File: src/rtl/steering_ctrl.sv
// Line-follower steering controller: popcount steering decode, debounced
// decisions, lost-line search with timeout, and halt.
module steering_ctrl #(
   parameter int N_SENSORS    = 5,
   parameter int DEBOUNCE     = 3,
   parameter int SEARCH_LIMIT = 16
) (
   input  logic                 clk,
   input  logic                 reset,
   input  logic                 enable,
   input  logic [N_SENSORS-1:0] sensors,
   output logic                 left,
   output logic                 right,
   output logic                 walk,
   output logic                 searching,
   output logic                 halted
);
   localparam int C  = (N_SENSORS - 1) / 2;
   localparam int PW = $clog2(N_SENSORS + 1);
   localparam int DW = $clog2(DEBOUNCE + 1);
   localparam int SW = $clog2(SEARCH_LIMIT + 1);
   localparam logic [DW-1:0] DEB_MAX    = DW'(DEBOUNCE);
   localparam logic [SW-1:0] SEARCH_MAX = SW'(SEARCH_LIMIT);

   typedef enum logic [1:0] {D_NONE, D_FWD, D_LEFT, D_RIGHT} dec_t;
   typedef enum logic [2:0] {S_IDLE, S_FWD, S_LEFT, S_RIGHT, S_SEARCH, S_HALT} state_t;

   logic [PW-1:0] n_l, n_r;
   dec_t          raw, cand_reg, cand_next;
   logic [DW-1:0] cnt_reg, cnt_next;
   logic          stable;
   state_t        state_reg, state_next;
   logic [SW-1:0] scnt_reg, scnt_next, scnt_inc;
   logic          last_left_reg, last_left_next;

   function automatic state_t target(input dec_t d);
      case (d)
         D_FWD:   return S_FWD;
         D_LEFT:  return S_LEFT;
         D_RIGHT: return S_RIGHT;
         default: return S_SEARCH;
      endcase
   endfunction

   // The centre sensor never votes; it only keeps the decision off NONE.
   always_comb begin
      n_l = '0;
      n_r = '0;
      for (int i = 0; i < N_SENSORS; i++) begin
         if (i < C)
            n_r = n_r + PW'(sensors[i]);
         else if (i > C)
            n_l = n_l + PW'(sensors[i]);
      end
      if (sensors == '0)
         raw = D_NONE;
      else if (n_l > n_r)
         raw = D_LEFT;
      else if (n_r > n_l)
         raw = D_RIGHT;
      else
         raw = D_FWD;
   end

   always_comb begin
      if (raw == cand_reg) begin
         cand_next = cand_reg;
         cnt_next  = (cnt_reg == DEB_MAX) ? cnt_reg : cnt_reg + DW'(1);
      end else begin
         cand_next = raw;
         cnt_next  = DW'(1);
      end
      stable = (cnt_next == DEB_MAX);
   end

   always_comb begin
      state_next = state_reg;
      scnt_next  = '0;
      scnt_inc   = (scnt_reg == SEARCH_MAX) ? scnt_reg : scnt_reg + SW'(1);
      if (!enable) begin
         state_next = S_IDLE;
      end else begin
         case (state_reg)
            S_IDLE, S_FWD, S_LEFT, S_RIGHT: begin
               if (stable)
                  state_next = target(cand_next);
            end
            S_SEARCH: begin
               if (stable && cand_next != D_NONE)
                  state_next = target(cand_next);
               else if (scnt_inc == SEARCH_MAX)
                  state_next = S_HALT;
               else
                  scnt_next = scnt_inc;
            end
            S_HALT:  state_next = S_HALT;
            default: state_next = S_IDLE;
         endcase
      end
      last_left_next = last_left_reg;
      if (state_next == S_LEFT)
         last_left_next = 1'b1;
      else if (state_next == S_RIGHT)
         last_left_next = 1'b0;
   end

   // Outputs are registered from the next state so they track the state register exactly.
   always_ff @(posedge clk) begin
      if (reset) begin
         state_reg     <= S_IDLE;
         cand_reg      <= D_NONE;
         cnt_reg       <= '0;
         scnt_reg      <= '0;
         last_left_reg <= 1'b1;
         left          <= 1'b0;
         right         <= 1'b0;
         walk          <= 1'b0;
         searching     <= 1'b0;
         halted        <= 1'b0;
      end else begin
         state_reg     <= state_next;
         scnt_reg      <= scnt_next;
         last_left_reg <= last_left_next;
         if (!enable) begin
            cand_reg <= D_NONE;
            cnt_reg  <= '0;
         end else begin
            cand_reg <= cand_next;
            cnt_reg  <= cnt_next;
         end
         left      <= (state_next == S_LEFT) || (state_next == S_SEARCH && last_left_next);
         right     <= (state_next == S_RIGHT) || (state_next == S_SEARCH && !last_left_next);
         walk      <= (state_next == S_FWD) || (state_next == S_LEFT) || (state_next == S_RIGHT);
         searching <= (state_next == S_SEARCH);
         halted    <= (state_next == S_HALT);
      end
   end
endmodule

File: config.mk
export PLATFORM = sky130hd
export DESIGN_NAME = steering_ctrl
export DESIGN_NICKNAME = d
export VERILOG_FILES = /design/src/rtl/steering_ctrl.sv
export SDC_FILE = /design/constraint.sdc
export NUM_CORES = 1
export LEC_CHECK = 0
export ABC_AREA = 1
export ABC_CLOCK_PERIOD_IN_PS = 3000
export BUFFER_PORTS_ARGS = -buffer_cell sky130_fd_sc_hd__buf_4
export CAP_MARGIN = 20
export CORE_ASPECT_RATIO = 0.8
export CORE_MARGIN = 2
export CORE_UTILIZATION = 55
export CTS_CLUSTER_SIZE = 14
export DETAILED_ROUTE_END_ITERATION = 8
export MAX_ROUTING_LAYER = met4
export PLACE_DENSITY = 0.76
export SLEW_MARGIN = 10
export SYNTH_ARGS = -nofsm -noshare
export SYNTH_HDL_FRONTEND = slang
export SYNTH_SLANG_ARGS = --single-unit
File: constraint.sdc
create_clock -name clk -period 3 [get_ports clk]
set_clock_uncertainty 0.1 [all_clocks]
set_input_delay 0.45 -clock clk [delete_from_list [all_inputs] [get_ports clk]]
set_output_delay 0.45 -clock clk [all_outputs]
set_load 0.02 [all_outputs]
==> flow_summary.ini <==
[sta]
finalCritPeriodShare_pct = 75.1
tightest_slew_ps = 256
slew_violations = 0
fmax_mhz = 444
setup_viol = 0
maxSlewHeadroom_pct = 82.8
hold_viol = 0
fin_tns_setup_ps = 0
period_minus_slack_ps = 2250
rsz0062_at_grt = false

[outcome]
status = completed

[drt]
wl_microns = 1740
first_pass_iters = 5
vias = 873
wire_per_inst_microns = 9.66
antenna_left = 0
post-route-drc-count = 0
via_per_inst = 4.85
drt_iter0_drc = 14

[cells_and_area]
largest_reg_flops = 5
nFillCells = 165
syn_to_final_growth_pct = 14.1
final_cell_mix = inv_1, nor2_1, dfxtp_1, nand2_1, buf_4
diodes = 0
final_common_cell = inv_1
layout.nets = 172
regArea_sq_um = 360
design_area_sq_um = 1230
multi_input_area_sq_um = 604
drive_above_1_share_pct = 29.5

[yosys]
ys_seq_elements = 18
ys_seq_area_share_pct = 33.3
netlist_instances = 141
yosysUniqueCellTypes = 25
syn_avg_cell_area_sq_um = 7.67
synthesis.nets = 156
ys_warn_count = 0
syn-cell-area_sq_um = 1080

[worst_setup_path]
crit_chain = buf_4 -> inv_1 -> ha_1 -> inv_1 -> ha_1 -> inv_1 -> nand2_2 -> nand2_2 -> nand2_2 -> nand2_2 -> nand2_2 -> nand4_2 -> nor2_1 -> nand4_1 -> nand2_1 -> nand2_1 -> a211oi_2
end_kind = flip-flop
crit_type = in -> reg
crit_buf_inv = 4
slowest_stage = ha_1
crit_arrival_ps = 2370
critPathMaxStageDelay_ps = 280
path_max_fanout = 4
crit_required_ps = 3120
crit_family = simple AND/OR/NAND/NOR gates
start_kind = primary input
path_common_cell = nand2_2

[placement]
dpl.hpwl_microns = 1450
globalplace.congestion = 0.834
dpl-instance-area_sq_um = 1200
place.port_buffers = 12

[pwr]
power_density_nw_per_um2 = 377
peakVddDrop_mv = 0.335
p_leak_nw = 0.570

[global_route]
grt_use_total_pct = 19.3
grt_pass1_wl_microns = 3250
grt_max_degree = 11
antenna_found_initial = 0
overflow = 0
grt_pass1_vias = 781

[cts]
hold_buffers = 0
clockBufferDepth = 2
cts_sinks = 18
cts.repair.resized = 0
cts_setup_buffers = 0
clkLatencyLatePin_ps = 290
root_buffer = clkbuf_4
cts_tree = built
htreeDepth = 1
cts_buffers = 3
clkTransAtPathRegs_ps = 100

[floorplan]
io_pins = 13
die_height_microns = 43.7
initial_core_util_pct = 57.7
die_x_microns = 53.6
die_area_sq_um = 2340
fp-row-count = 14
core_area_sq_um = 1870

[hold_path]
hold_path.class = in -> reg

[job]
drv_cap = 0
[final timing paths]
path / start / endpoint / slack (ps) / cells after the start
worst max register to register: scnt_reg[0]$_SDFF_PP0_ / right$_SDFF_PP0_ / 1080 / 13
worst min-delay path: reset / state_reg[2]$_SDFF_PP0_ / 280 / 2
worst min register to register: cnt_reg[0]$_SDFF_PP0_ / cnt_reg[0]$_SDFF_PP0_ / 380 / 1
worst max-delay path: sensors[0] / walk$_SDFF_PP0_ / 750 / 17
[metrics by stage]
stage	instances	power [W]	hold slack, ps	setup slack (ps)	utilization [%]
3_3_place_gp	176	0.000321	341	483	63.9
5_1_grt	180	0.000486	281	523	65.8
4_1_cts	180	0.000470	271	742	65.8
6_report	180	0.000465	276	748	65.8
2_1_floorplan	141	0.000306	320	727	-
3_5_place_dp	176	0.000324	362	441	63.9
[cell usage after synthesis (all sizes together)]
library cell  instances  share of area [%]
o21ai                 2               0.93
dfxtp                18                 33
nand3                15                 11
a31oi                 1               0.58
nor2                 22                 10
nand4                 5                3.5
clkbuf                1               0.35
xnor2                 1               0.81
nor3                  2               0.93
inv                  30                 10
a211oi                1                1.2
a21oi                 7                3.9
nand2                27                 14
ha                    7                8.1
xor2                  2                1.6
[power breakdown]
part / switching (W) / internal (W)
clock network: 0.0000731 / 0.0000739
registers: 0.00000218 / 0.000242
logic: 0.0000458 / 0.0000279
total: 0.000121 / 0.000344
[layout make-up]
cell class              count  share of cell area (%)
repair buffers             12                    7.30
clock buffers               4                    2.94
well taps                  24                    2.43
inverters                  30                    9.13
flip-flops and latches     18                    29.2
multi-input cells          92                    49.0
[routing by layer]
metal	up-vias	part of all wire [%]	GRT usage, %
li1	478	-	-
met1	380	48	24.5
met2	15	48	30.6
met3	0	3.6	6.21
met4	0	0	3.08
met5	-	0	-
[cells by family (layout without fill, tap and decap cells)]
family / after synthesis / after routing / share of synthesized area [%]
AND/OR/NAND/NOR: 71 / 71 / 38.8
flip-flops: 18 / 18 / 33.3
AO/OA/AOI/OAI: 11 / 11 / 6.60
buffers and inverters: 31 / 46 / 10.8
adder cells (fa/ha/maj): 7 / 7 / 8.10
XOR/XNOR: 3 / 3 / 2.43
Power figures use the tool's default switching activity.
